### src/rtl/elevator_pkg.sv
// Shared types and helpers for the elevator controller: state encoding,
// floor-index width and one-hot decode.
package elevator_pkg;

    typedef enum logic [1:0] {
        IDLE      = 2'd0,
        MOVE_UP   = 2'd1,
        MOVE_DOWN = 2'd2,
        DOOR_OPEN = 2'd3
    } state_t;

    localparam int MAX_FLOORS = 64;

    function automatic int floor_w(input int n);
        return (n <= 2) ? 1 : $clog2(n);
    endfunction

    // Callers truncate the result to their own floor count.
    function automatic logic [MAX_FLOORS-1:0] onehot(input logic [31:0] idx);
        return MAX_FLOORS'(1) << idx;
    endfunction

endpackage

### src/rtl/elevator_control_request_scan.sv
// Combinational request scan: flags any pending request above, below or at a
// floor index. No latency, no flow control.
module request_scan
    import elevator_pkg::*;
#(
    parameter int W  = 8,
    parameter int FW = 3
) (
    input  logic [W-1:0]  in_i,
    input  logic [W-1:0]  up_i,
    input  logic [W-1:0]  down_i,
    input  logic [FW-1:0] floor_i,
    output logic          above_o,
    output logic          below_o,
    output logic          here_o
);

    logic [W-1:0] req;

    always_comb begin
        req     = in_i | up_i | down_i;
        above_o = 1'b0;
        below_o = 1'b0;
        here_o  = 1'b0;
        for (int i = 0; i < W; i++) begin
            if (req[i]) begin
                if (i > int'(floor_i)) above_o = 1'b1;
                if (i < int'(floor_i)) below_o = 1'b1;
                if (i == int'(floor_i)) here_o = 1'b1;
            end
        end
    end

endmodule

### src/rtl/elevator_control.sv
// SCAN elevator motion/door controller; all outputs registered, decisions take
// one cycle. Optional door hold input under ELEVATOR_DOOR_HOLD_EN.
module elevator_control
    import elevator_pkg::*;
#(
    parameter int  BUTTONS_WIDTH = 8,
    parameter int  FLOOR_TICKS   = 16,
    parameter int  DOOR_TICKS    = 8,
    localparam int FLOOR_W       = floor_w(BUTTONS_WIDTH)
) (
    input  logic                     clk,
    input  logic                     reset,
    input  logic [BUTTONS_WIDTH-1:0] active_in_levels,
    input  logic [BUTTONS_WIDTH-1:0] active_out_up_levels,
    input  logic [BUTTONS_WIDTH-1:0] active_out_down_levels,
`ifdef ELEVATOR_DOOR_HOLD_EN
    input  logic                     door_hold,
`endif
    output logic [BUTTONS_WIDTH-1:0] inactivate_in_levels,
    output logic [BUTTONS_WIDTH-1:0] inactivate_out_up_levels,
    output logic [BUTTONS_WIDTH-1:0] inactivate_out_down_levels,
    output logic [FLOOR_W-1:0]       current_floor,
    output logic                     dir_up,
    output logic                     motor_up,
    output logic                     motor_down,
    output logic                     door_open
);

    localparam int TMAX = (FLOOR_TICKS > DOOR_TICKS) ? FLOOR_TICKS : DOOR_TICKS;
    localparam int TW   = $clog2(TMAX + 1);
    localparam logic [TW-1:0]      FLOOR_RLD = TW'(FLOOR_TICKS - 1);
    localparam logic [TW-1:0]      DOOR_RLD  = TW'(DOOR_TICKS - 1);
    localparam logic [FLOOR_W-1:0] TOP_FLOOR = FLOOR_W'(BUTTONS_WIDTH - 1);

    state_t                   state_q;
    logic [FLOOR_W-1:0]       floor_q, floor_step_d;
    logic                     dir_up_q;
    logic [TW-1:0]            move_tmr_q, door_tmr_q;
    logic                     motor_up_q, motor_down_q, door_open_q;
    logic [BUTTONS_WIDTH-1:0] clr_in_q, clr_up_q, clr_dn_q;

    logic above_c, below_c, here_c, above_n, below_n, here_n;
    logic [BUTTONS_WIDTH-1:0] oh_cur, oh_nxt, ent_oh;
    logic ent_above, ent_below, ent_ahead;
    logic hit_in, hit_up, hit_dn, stop_up, stop_dn, stop_d, tick_done;
    logic go_up, go_dn, enter_door, hold_w;

`ifdef ELEVATOR_DOOR_HOLD_EN
    assign hold_w = door_hold;
`else
    assign hold_w = 1'b0;
`endif

    // Floor the car reaches when the travel timer expires, clamped to the shaft.
    always_comb begin
        floor_step_d = floor_q;
        if (state_q == MOVE_DOWN) begin
            if (floor_q != '0) floor_step_d = floor_q - 1'b1;
        end else if (floor_q != TOP_FLOOR) begin
            floor_step_d = floor_q + 1'b1;
        end
    end

    request_scan #(.W(BUTTONS_WIDTH), .FW(FLOOR_W)) u_scan_cur (
        .in_i(active_in_levels), .up_i(active_out_up_levels), .down_i(active_out_down_levels),
        .floor_i(floor_q), .above_o(above_c), .below_o(below_c), .here_o(here_c)
    );

    request_scan #(.W(BUTTONS_WIDTH), .FW(FLOOR_W)) u_scan_nxt (
        .in_i(active_in_levels), .up_i(active_out_up_levels), .down_i(active_out_down_levels),
        .floor_i(floor_step_d), .above_o(above_n), .below_o(below_n), .here_o(here_n)
    );

    assign oh_cur = BUTTONS_WIDTH'(onehot(32'(floor_q)));
    assign oh_nxt = BUTTONS_WIDTH'(onehot(32'(floor_step_d)));

    assign hit_in    = |(active_in_levels & oh_nxt);
    assign hit_up    = |(active_out_up_levels & oh_nxt);
    assign hit_dn    = |(active_out_down_levels & oh_nxt);
    // A call for the opposite direction only stops the car when it is the last stop ahead.
    assign stop_up   = (here_n & (hit_in | hit_up | ~above_n)) | (floor_step_d == TOP_FLOOR);
    assign stop_dn   = (here_n & (hit_in | hit_dn | ~below_n)) | (floor_step_d == '0);
    assign stop_d    = (state_q == MOVE_UP) ? stop_up : stop_dn;
    assign tick_done = (move_tmr_q == '0);

    assign go_up = dir_up_q ? above_c : (above_c & ~below_c);
    assign go_dn = dir_up_q ? (below_c & ~above_c) : below_c;

    assign ent_above = (state_q == IDLE) ? above_c : above_n;
    assign ent_below = (state_q == IDLE) ? below_c : below_n;
    assign ent_oh    = (state_q == IDLE) ? oh_cur : oh_nxt;
    assign ent_ahead = dir_up_q ? ent_above : ent_below;

    assign enter_door = ((state_q == IDLE) && here_c) ||
                        (((state_q == MOVE_UP) || (state_q == MOVE_DOWN)) && tick_done && stop_d);

    always_ff @(posedge clk or posedge reset) begin
        if (reset) begin
            state_q      <= IDLE;
            floor_q      <= '0;
            dir_up_q     <= 1'b1;
            move_tmr_q   <= '0;
            door_tmr_q   <= '0;
            motor_up_q   <= 1'b0;
            motor_down_q <= 1'b0;
            door_open_q  <= 1'b0;
            clr_in_q     <= '0;
            clr_up_q     <= '0;
            clr_dn_q     <= '0;
        end else begin
            case (state_q)
                IDLE: begin
                    if (!here_c) begin
                        if (go_up) begin
                            state_q    <= MOVE_UP;
                            motor_up_q <= 1'b1;
                            dir_up_q   <= 1'b1;
                            move_tmr_q <= FLOOR_RLD;
                        end else if (go_dn) begin
                            state_q      <= MOVE_DOWN;
                            motor_down_q <= 1'b1;
                            dir_up_q     <= 1'b0;
                            move_tmr_q   <= FLOOR_RLD;
                        end
                    end
                end
                MOVE_UP, MOVE_DOWN: begin
                    if (tick_done) begin
                        floor_q    <= floor_step_d;
                        move_tmr_q <= FLOOR_RLD;
                    end else begin
                        move_tmr_q <= move_tmr_q - 1'b1;
                    end
                end
                DOOR_OPEN: begin
                    if (hold_w) begin
                        door_tmr_q <= DOOR_RLD;
                    end else if (door_tmr_q == '0) begin
                        state_q     <= IDLE;
                        door_open_q <= 1'b0;
                        clr_in_q    <= '0;
                        clr_up_q    <= '0;
                        clr_dn_q    <= '0;
                    end else begin
                        door_tmr_q <= door_tmr_q - 1'b1;
                    end
                end
                default: state_q <= IDLE;
            endcase

            // Clears follow the arrival direction; the flip applies to the next departure.
            if (enter_door) begin
                state_q      <= DOOR_OPEN;
                motor_up_q   <= 1'b0;
                motor_down_q <= 1'b0;
                door_open_q  <= 1'b1;
                door_tmr_q   <= DOOR_RLD;
                clr_in_q     <= ent_oh;
                clr_up_q     <= (dir_up_q || !ent_ahead) ? ent_oh : '0;
                clr_dn_q     <= (!dir_up_q || !ent_ahead) ? ent_oh : '0;
                dir_up_q     <= ent_ahead ? dir_up_q : ~dir_up_q;
            end
        end
    end

    assign inactivate_in_levels       = clr_in_q;
    assign inactivate_out_up_levels   = clr_up_q;
    assign inactivate_out_down_levels = clr_dn_q;
    assign current_floor              = floor_q;
    assign dir_up                     = dir_up_q;
    assign motor_up                   = motor_up_q;
    assign motor_down                 = motor_down_q;
    assign door_open                  = door_open_q;

endmodule

### config.mk
export PLATFORM = sky130hd
export DESIGN_NAME = elevator_control
export DESIGN_NICKNAME = d
export VERILOG_FILES = /design/src/rtl/elevator_pkg.sv /design/src/rtl/elevator_control_request_scan.sv /design/src/rtl/elevator_control.sv
export SDC_FILE = /design/constraint.sdc
export NUM_CORES = 1
export LEC_CHECK = 0
export BUFFER_PORTS_ARGS = -buffer_cell sky130_fd_sc_hd__buf_2
export CAP_MARGIN = 0
export CORE_AREA = 10 10 89 122
export CTS_CLUSTER_SIZE = 12
export DETAILED_ROUTE_END_ITERATION = 10
export DIE_AREA = 0 0 99 132
export HOLD_SLACK_MARGIN = 0.03
export PLACE_DENSITY = 0.67
export SLEW_MARGIN = 40
export SYNTH_ARGS = -nofsm -noshare
export SYNTH_HDL_FRONTEND = slang
export SYNTH_SLANG_ARGS = --single-unit
### constraint.sdc
create_clock -name clk -period 4.18 [get_ports clk]
set_input_delay 0.627 -clock clk [delete_from_list [all_inputs] [get_ports clk]]
set_output_delay 0.627 -clock clk [all_outputs]
set_load 0.01 [all_outputs]
==> metrics.md, run 1 <==
| Metric | Value |
|---|---|
| Hold_buf cts | `0` |
| Util after Layout | `48.6%` |
| Synthesized-area fraction occupied by xor and xnor cells | `1.24%` |
| Simple-gate share of the synthesized area | `25.3%` |
| Startpoint types | `flip-flop` |
| Initial antenna violation count | `0` |
| Crit Path Category | `flip-flop to flip-flop` |
| Register bit count reported by yosys | `43` |
| Clock share of power | `23.1%` |
| Diodes inserted | `0` |
| Total gr overflow | `0` |
| Max Slew Vio Count | `0` |
| Fraction of synthesized area in multiplexers | `8.83%` |
| Largest family of logic cells by synthesized area | `simple AND/OR/NAND/NOR gates` |
| Relative max-transition margin | `48.9%` |
| Die ar. | `13100 µm²` |
| Largest net degree at the start of global routing | `44` |
| Peak Freq | `266 MHz` |
| Total CTS buffers | `5` |
| Kind of end point of the critical path | `flip-flop` |
| Clock sink total | `43` |
| Post-Synthesis Cells | `420` |
| Largest area contributor in the netlist | `dfrtp_1` |
| Post_cts resized | `0` |
| Nets@finish | `519` |
| Share of layout cells above drive strength 1 | `22.4%` |
| Vias/cell | `6.11` |
| # rows | `40` |
| Post-Syn Area per Cell | `8.40 µm²` |
| Seq/Total Area, Yosys | `30.5%` |
| Internal power | `1.17 mW` |
| Port buffer count | `56` |
| P_leak | `1.95 nW` |
| Die H | `132 µm` |
| Area of the core | `8560 µm²` |
| Sw Ratio | `40.7%` |
| First-pass GRT wire length | `18200 µm` |
| Unique cell type count in the Yosys netlist | `70` |
| HPWL after DPL | `9090 µm` |
| GRT Overall Usage | `16.8%` |
| Clock skew | `0.00911 ns` |
| Least-Margin Pin Slew | `0.763 ns` |
| Peak supply drop | `0.000327 V` |
| CTS H-tree depth | `2` |
| Combinational Power Share | `48.2%` |
| Largest fanout on the critical path | `15` |
| DRC viols | `0` |
| Final TNS setup | `0 ns` |
| Latest clock arrival within the worst-skew pair | `0.29 ns` |
| Final wirelength | `11500 µm` |
| Syn Nets | `458` |
| ANT nets after route | `0` |
| Cell area after synthesis | `3530 µm²` |
| Syn-to-layout area delta | `17.8%` |
| Routability Congestion | `0.966` |
| Starting Density | `41.2%` |
| PwrDens | `473 nW/µm²` |
| Tmin final | `3.76 ns` |
| IO Pins | `57` |
| Vias | `3586` |
| Hold Path Class | `input pin to async pin` |
| Postcts setup bufs | `0` |
| Post-synth ARST share | `100%` |
| Sw power | `800 µW` |
| Main synth FF type | `dfrtp_1` |
| Synth top area share | `29.8%` |
| Vias in the first global route | `3553` |
| MaxCap Viol Count | `0` |
| Final Hold Fails | `0` |
| Post-synth EDFFs | `0` |
| Synth warnings | `0` |
| Worst Path Required | `4.35 ns` |
| Post-synthesis compound-gate area fraction | `24.1%` |
| Die width | `99 µm` |
| Status | `finished, final reports clean` |
| Initial DRC count | `221` |
| Root buf cell | `clkbuf_16` |
| Arr. time, crit path | `3.93 ns` |
| Area contributors post-synth | `dfrtp_1 30%, mux2i_1 6.0%, nand2_1 6.0%` |
| Period utilization | `89.9%` |
| Max clock buf depth | `2` |
| Clock slew at reported path FFs | `0.06 ns` |
| # setup viols final | `0` |
| Part of the power in registers | `28.7%` |
| RSZ-0062 raised after global routing | `no` |
| Post-Synth Adder-Cell Area | `4.25%` |
| Wire length per cell | `19.6 µm` |
| CTS tree | `done` |
| First-pass DRT Iterations | `5` |
==> power groups by stage <==
stage          sequential [mW]  clock [mW]  combinational [mW]
3_3_place_gp             0.568           0               0.904
6_report                 0.565       0.455               0.948
4_1_cts                  0.564       0.461               0.950
3_5_place_dp             0.572           0               0.943
5_1_grt                  0.577       0.477                1.05
2_1_floorplan            0.578           0               0.675
==> worst paths after layout <==
path	from	end	slack (ns)	cells after the start
setup / recovery	state_q[0]	inactivate_in_levels[7]	0.42	11
hold / removal	reset	move_tmr_q[3]	0.46	3
setup reg to reg	state_q[0]	inactivate_in_levels[7]	0.42	11
hold reg to reg	door_open	door_open	0.48	2
max in group asynchronous	reset	inactivate_in_levels[1]	3.33	3
min in group clk	door_open	door_open	0.48	2
==> synthesized netlist by cell type (8+ instances only) <==
library cell and instances:
dfrtp_1 42, buf_2 8, clkbuf_1 10, mux2i_1 21, inv_1 18, a31oi_1 9
ha_1 12, nand4_1 8, a21oi_1 20, o31ai_1 8, nand3_1 14, and2_1 13
nor2_1 22, o21ai_0 18, nand2_1 56, or3_1 8, nor3_1 10
==> cell usage in the layout (no fill, tap or decap), types with 5 or more instances in the layout <==
| master | n |
|---|---|
| clkbuf_16 | 5 |
| and2_1 | 13 |
| o31ai_1 | 8 |
| nor4bb_1 | 5 |
| nor2_1 | 22 |
| inv_1 | 17 |
| mux2i_1 | 21 |
| nand2_1 | 56 |
| o21ai_0 | 18 |
| a22oi_1 | 6 |
| nand2b_1 | 5 |
| buf_4 | 20 |
| mux2_2 | 6 |
| o221ai_1 | 5 |
| or3_1 | 8 |
| dfrtp_1 | 42 |
| and3_1 | 5 |
| o211ai_1 | 5 |
| ha_1 | 12 |
| a21oi_1 | 20 |
| nand3_1 | 14 |
| buf_2 | 56 |
| nand4_1 | 8 |
| nor3_1 | 10 |
| a31oi_1 | 9 |
==> cell families (layout without fill, tap and decap cells) <==
kind of cell,count (synthesis),after routing
AO/OA/AOI/OAI,118,118
XOR/XNOR,5,5
adder cells (fa/ha/maj),12,12
buffers and inverters,43,105
flip-flops,43,43
multiplexers,30,30
AND/OR/NAND/NOR,169,169
==> metal layers <==
| layer | global-route usage [%] | up-vias | part of all wire (%) |
|---|---|---|---|
| met3 | 2.41 | 46 | 5.2 |
| met5 | 0 | - | 0 |
| met1 | 18.3 | 1682 | 38 |
| met4 | 11.1 | 0 | 5.8 |
| met2 | 28.9 | 175 | 51 |
| li1 | - | 1683 | - |
==> critical path, stage by stage (launching register included) <==
cell and delay [ns]:
dfrtp_1 0.42, inv_1 0.10, ha_1 0.41, nor4bb_1 0.45, or3_1 0.52, nand4_1 0.17, a41oi_1 0.36, nand3b_1 0.20
a31oi_4 0.28, buf_8 0.22, buf_8 0.17, mux2_2 0.35
==> registers in the layout, summed over array words and instances, names as in the netlist <==
register,flops
motor_down,1
dir_up,1
inactivate_out_up_levels,8
current_floor,3
inactivate_in_levels,8
state_q,2
move_tmr_q,5
inactivate_out_down_levels,8
door_tmr_q,5
motor_up,1
door_open,1
==> stage by stage <==
stage / hold WS (ns) / setup slack, ns / total power [mW] / area, µm² / std cells
after floorplan: 0.451 / 0.584 / 1.25 / 3530 / 420
after global placement: 0.458 / 0.228 / 1.47 / 3960 / 577
after detailed placement: 0.468 / 0.507 / 1.51 / 3990 / 579
after CTS: 0.485 / 0.485 / 1.97 / 4160 / 587
after global routing: 0.524 / 0.156 / 2.11 / 4160 / 587
final: 0.462 / 0.422 / 1.97 / 4160 / 587
==> cell type report <==
type	instances	area, µm²
fill	876	4400
multi-input combinational	334	2250
sequential	43	1080
timing repair buffer	78	460
tap	105	131
clock buffer	5	125
inverter	19	71.3
clock inverter	3	46.3
Power figures use the tool's default switching activity.
==> inputs of run 2 (changes only) <==
--- a/config.mk
+++ b/config.mk
@@ -12,7 +12,6 @@
 export DETAILED_ROUTE_END_ITERATION = 10
 export DIE_AREA = 0 0 99 132
 export HOLD_SLACK_MARGIN = 0.03
-export PLACE_DENSITY = 0.67
 export SLEW_MARGIN = 40
 export SYNTH_ARGS = -nofsm -noshare
 export SYNTH_HDL_FRONTEND = slang
==> metrics.md, run 2 (same netlist as run 1, synthesis figures left out) <==
| Metric | Value |
|---|---|
| Final wirelength | `11200 µm (was 11500 µm)` |
| # rows | `40 (unchanged)` |
| Commonest non-fill, non-tap cells in the layout | `56 x nand2_1, 56 x buf_2, 42 x dfrtp_1 (unchanged)` |
| Area of the core | `8560 µm² (unchanged)` |
| Nets@finish | `513 (was 519)` |
| Status | `finished, final reports clean (unchanged)` |
| Final worst setup slack | `0.328 ns (was 0.422 ns)` |
| Register area | `1080 µm² (unchanged)` |
| Vias | `3481 (was 3586)` |
| Diodes inserted | `0 (unchanged)` |
| Largest net degree at the start of global routing | `44 (unchanged)` |
| Clock slew at reported path FFs | `0.06 ns (about the same)` |
| Max Slew Vio Count | `0 (unchanged)` |
| Tmin final | `3.85 ns (was 3.76 ns)` |
| Global routing usage on met2 | `27.3% (was 28.9%)` |
| Placed Instance Area | `3940 µm² (was 3990 µm²)` |
| Die width | `99 µm (unchanged)` |
| Clock sink total | `43 (unchanged)` |
| P_leak | `1.93 nW (was 1.95 nW)` |
| Hold_buf cts | `0 (unchanged)` |
| HPWL after DPL | `8670 µm (was 9090 µm)` |
| Starting Density | `41.2% (unchanged)` |
| Util after Layout | `48.3% (was 48.6%)` |
| CTS tree | `done (unchanged)` |
| Filler instances | `843 (was 876)` |
| Kind of end point of the critical path | `flip-flop (unchanged)` |
| # setup viols final | `0 (unchanged)` |
| Vias in the first global route | `3468 (was 3553)` |
| Period utilization | `92.2% (was 89.9%)` |
| GRT Overall Usage | `16.5% (was 16.8%)` |
| Clock share of power | `25.7% (was 23.1%)` |
| Total gr overflow | `0 (unchanged)` |
| Largest fanout on the critical path | `23 (was 15)` |
| Final Hold Fails | `0 (unchanged)` |
| First-pass DRT Iterations | `7 (was 5)` |
| Initial antenna violation count | `0 (unchanged)` |
| Part of the power in registers | `28.3% (was 28.7%)` |
| Global route hottest layer | `met2 (unchanged)` |
| ANT nets after route | `0 (unchanged)` |
| MaxCap Viol Count | `0 (unchanged)` |
| Startpoint types | `flip-flop (unchanged)` |
| Final Instance Area | `4130 µm² (was 4160 µm²)` |
| Clock skew | `0.00346 ns (was 0.00911 ns)` |
| IO Pins | `57 (unchanged)` |
| Combinational Power Share | `46.0% (was 48.2%)` |
| Internal power | `1.20 mW (was 1.17 mW)` |
| Met1 Resource Use GR | `19.1% (was 18.3%)` |
| Postcts setup bufs | `0 (unchanged)` |
| Met3 Usage GRT | `2.73% (was 2.41%)` |
| Sw Ratio | `39.3% (was 40.7%)` |
| Vias/cell | `5.99 (was 6.11)` |
| First-pass GRT wire length | `18000 µm (was 18200 µm)` |
| Total CTS buffers | `5 (unchanged)` |
| Post_cts resized | `0 (unchanged)` |
| Latest clock arrival within the worst-skew pair | `0.29 ns (about the same)` |
| Wire length per cell | `19.3 µm (was 19.6 µm)` |
| Share of layout cells above drive strength 1 | `21.4% (was 22.4%)` |
| CTS H-tree depth | `2 (unchanged)` |
| Arr. time, crit path | `4.03 ns (was 3.93 ns)` |
| Crit Path Category | `flip-flop to flip-flop (unchanged)` |
| DRC viols | `0 (unchanged)` |
| Multi-input logic area | `2250 µm² (unchanged)` |
| Worst Path Required | `4.35 ns (about the same)` |
| Root buf cell | `clkbuf_16 (unchanged)` |
| Syn-to-layout area delta | `17.1% (was 17.8%)` |
| Hold Path Class | `input pin to async pin (unchanged)` |
| Die ar. | `13100 µm² (unchanged)` |
| Max clock buf depth | `2 (unchanged)` |
| RSZ-0062 raised after global routing | `no (unchanged)` |
| Routability Congestion | `1.04 (was 0.966)` |
| Least-Margin Pin Slew | `0.752 ns (was 0.763 ns)` |
| Sw power | `780 µW (was 800 µW)` |
| Die H | `132 µm (unchanged)` |
| PwrDens | `480 nW/µm² (was 473 nW/µm²)` |
| Final TNS setup | `0 ns (unchanged)` |
| Peak Freq | `260 MHz (was 266 MHz)` |
| Placement Setup Slack | `0.409 ns (was 0.507 ns)` |
| Port buffer count | `56 (unchanged)` |
| Initial DRC count | `252 (was 221)` |
| Relative max-transition margin | `49.6% (was 48.9%)` |
| Peak supply drop | `0.000358 V (was 0.000327 V)` |
==> run 2: changes by cell type in the layout (fill, tap and decap cells not counted), sizes merged <==
cell    change
inv         -1
buf         -6
bufinv      +1
==> run 2: area by class of cell <==
| class | instances | area share (%) |
|---|---|---|
| multi-input combinational | 334 | 54.4 |
| sequential | 43 | 26.1 |
| timing repair buffer | 72 | 9.99 |
| tap | 105 | 3.18 |
| clock buffer | 5 | 3.03 |
| inverter | 19 | 1.73 |
| clock inverter | 3 | 1.63 |
==> run 2: routing by layer <==
layer | vias up | share of wire, %
li1 | 1669 | -
met1 | 1632 | 41
met2 | 147 | 48
met3 | 33 | 5.6
met4 | 0 | 5.1
met5 | - | 0
==> run 2: path summary, 6_finish.rpt <==
kind,from,to,slack (ns),depth (start not counted)
min,reset,current_floor[2],0.47,3
min reg2reg,door_open,door_open,0.48,2
max in group asynchronous,reset,inactivate_out_up_levels[5],3.32,3
min in group clk,door_open,door_open,0.48,2
max,state_q[0],inactivate_in_levels[4],0.33,10
max reg2reg,state_q[0],inactivate_in_levels[4],0.33,10
==> run 2: critical path, cell delays in order (launching register included) <==
cell	delay, ns
dfrtp_1	0.42
inv_1	0.09
ha_1	0.61
nor4bb_1	0.47
or3_1	0.52
nand4_1	0.15
a41oi_1	0.38
nand3b_1	0.20
a31oi_4	0.31
buf_12	0.22
mux2_2	0.35
==> run 2: stage by stage <==
step           instances  total power, mW  hold WS, ns
2_1_floorplan        420             1.25        0.451
3_3_place_gp         573             1.46        0.456
3_5_place_dp         573             1.47        0.472
4_1_cts              581             1.99        0.487
5_1_grt              581             2.11        0.512
6_report             581             1.98        0.467
==> run 2: power by group through the flow <==
stage | Sequential (mW) | Clock [mW] | Combinational, mW
finish | 0.562 | 0.509 | 0.913
global route | 0.577 | 0.532 | 1.01
CTS | 0.562 | 0.516 | 0.908
detailed placement | 0.569 | 0 | 0.904
global placement | 0.566 | 0 | 0.897
floorplan | 0.578 | 0 | 0.675
==> inputs of run 3 (changes only) <==
--- a/config.mk
+++ b/config.mk
@@ -12,6 +12,7 @@
 export DETAILED_ROUTE_END_ITERATION = 10
 export DIE_AREA = 0 0 99 132
 export HOLD_SLACK_MARGIN = 0.03
+export RECOVER_POWER = 25
 export SLEW_MARGIN = 40
 export SYNTH_ARGS = -nofsm -noshare
 export SYNTH_HDL_FRONTEND = slang
==> metrics.md, run 3 (same netlist as run 1, synthesis figures left out) <==
| Metric | Value |
|---|---|
| Placed Instance Area | `3940 µm² (unchanged)` |
| Hold_buf cts | `0 (unchanged)` |
| # rows | `40 (unchanged)` |
| Post_cts resized | `0 (unchanged)` |
| Syn-to-layout area delta | `17.0% (was 17.1%)` |
| Register area | `1080 µm² (unchanged)` |
| Peak supply drop | `0.000358 V (about the same)` |
| First-pass GRT wire length | `18000 µm (unchanged)` |
| Kind of end point of the critical path | `flip-flop (unchanged)` |
| CTS H-tree depth | `2 (unchanged)` |
| Crit Path Category | `flip-flop to flip-flop (unchanged)` |
| First-pass DRT Iterations | `7 (unchanged)` |
| Multi-input logic area | `2250 µm² (unchanged)` |
| Filler instances | `844 (was 843)` |
| Clock sink total | `43 (unchanged)` |
| Latest clock arrival within the worst-skew pair | `0.29 ns (about the same)` |
| Worst Path Required | `4.35 ns (about the same)` |
| Final TNS setup | `0 ns (unchanged)` |
| HPWL after DPL | `8670 µm (unchanged)` |
| Vias/cell | `5.99 (about the same)` |
| Root buf cell | `clkbuf_16 (unchanged)` |
| ANT nets after route | `0 (unchanged)` |
| Commonest non-fill, non-tap cells in the layout | `56 x nand2_1, 56 x buf_2, 42 x dfrtp_1 (unchanged)` |
| Relative max-transition margin | `-59.4% (was 49.6%)` |
| Nets@finish | `513 (unchanged)` |
| Startpoint types | `flip-flop (unchanged)` |
| Failing checks | `capacitance limit, slew limit` |
| Max clock buf depth | `2 (unchanged)` |
| CTS tree | `done (unchanged)` |
| Max Slew Vio Count | `44 (was 0)` |
| Largest fanout on the critical path | `23 (unchanged)` |
| Max layer used | `met4 (unchanged)` |
| Initial DRC count | `252 (unchanged)` |
| Share of layout cells above drive strength 1 | `21.2% (was 21.4%)` |
| Hold Path Class | `flip-flop to flip-flop (was input pin to async pin)` |
| Clock skew | `0.00346 ns (about the same)` |
| Period utilization | `92.2% (about the same)` |
| PwrDens | `480 nW/µm² (about the same)` |
| P_leak | `1.92 nW (was 1.93 nW)` |
| Final total power | `1.98 mW (about the same)` |
| Util after Layout | `48.2% (was 48.3%)` |
| Vias | `3482 (was 3481)` |
| Final Instance Area | `4130 µm² (about the same)` |
| Status | `finished with violations (was finished, final reports clean)` |
| Port buffer count | `56 (unchanged)` |
| Wire length per cell | `19.3 µm (unchanged)` |
| # setup viols final | `0 (unchanged)` |
| Peak Freq | `260 MHz (about the same)` |
| Metal3 WL | `632 µm (unchanged)` |
| Starting Density | `41.2% (unchanged)` |
| Least-Margin Pin Slew | `2.39 ns (was 0.752 ns)` |
| Diodes inserted | `0 (unchanged)` |
| GRT Overall Usage | `16.5% (unchanged)` |
| Total gr overflow | `0 (unchanged)` |
| MaxCap Viol Count | `1 (was 0)` |
| Total CTS buffers | `5 (unchanged)` |
| RSZ-0062 raised after global routing | `no (unchanged)` |
| Initial antenna violation count | `0 (unchanged)` |
| Final wirelength | `11200 µm (unchanged)` |
| Clock slew at reported path FFs | `0.06 ns (about the same)` |
| Die H | `132 µm (unchanged)` |
| Die width | `99 µm (unchanged)` |
| Die ar. | `13100 µm² (unchanged)` |
| Postcts setup bufs | `0 (unchanged)` |
| Routability Congestion | `1.04 (unchanged)` |
| Arr. time, crit path | `4.03 ns (about the same)` |
| Vias in the first global route | `3468 (unchanged)` |
| Area of the core | `8560 µm² (unchanged)` |
| DRC viols | `0 (unchanged)` |
| Final Hold Fails | `0 (unchanged)` |
| Tmin final | `3.85 ns (about the same)` |
| IO Pins | `57 (unchanged)` |
| WL met2 | `5420 µm (was 5410 µm)` |
| Largest net degree at the start of global routing | `44 (unchanged)` |
| Met1 WL | `4570 µm (was 4580 µm)` |
## run 3: cell count changes in the layout (fill, tap and decap cells not counted), sizes merged
cell,delta
clkbuf,+1
buf,-1
## run 3: routing by layer
metal  vias to the layer above  global-route usage (%)
li1                       1669                       -
met1                      1633                    19.1
met2                       147                    27.3
met3                        33                    2.73
met4                         0                    10.3
met5                         -                       0
## run 3: through the flow
step	setup WS [ns]	cells	hold slack, ns
finish	0.328	581	0.479
global route	0.0145	581	0.512
CTS	0.415	581	0.487
detailed placement	0.409	573	0.472
global placement	0.498	573	0.456
floorplan	0.584	420	0.451
## run 3: final timing paths
kind / start / to / slack [ns] / depth (start not counted)
max: state_q[0] / inactivate_in_levels[4] / 0.33 / 10
min: door_open / door_open / 0.48 / 2
max reg2reg: state_q[0] / inactivate_in_levels[4] / 0.33 / 10
min reg2reg: door_open / door_open / 0.48 / 2
max in group asynchronous: reset / inactivate_out_up_levels[5] / 1.60 / 3
min in group asynchronous: reset / current_floor[2] / 1.21 / 3
## run 3: report_power, final
group | leakage, nW | internal (mW) | total [mW] | switching, mW
Sequential | 0.546 | 0.503 | 0.562 | 0.0589
Clock | 0.0900 | 0.342 | 0.509 | 0.167
Combinational | 1.29 | 0.358 | 0.913 | 0.554
## run 3: cell type report
type | instances | share of cell area, %
well taps | 105 | 3.18
clock inverters | 3 | 1.64
inverters | 19 | 1.73
clock buffers | 5 | 3.03
flip-flops and latches | 43 | 26.1
multi-input cells | 334 | 54.4
repair buffers | 72 | 9.91
## run 3: worst max-delay path: stages (launching register included)
cell,delay [ns]
dfrtp_1,0.42
inv_1,0.09
ha_1,0.61
nor4bb_1,0.47
or3_1,0.52
nand4_1,0.15
a41oi_1,0.38
nand3b_1,0.20
a31oi_4,0.31
buf_12,0.22
mux2_2,0.35
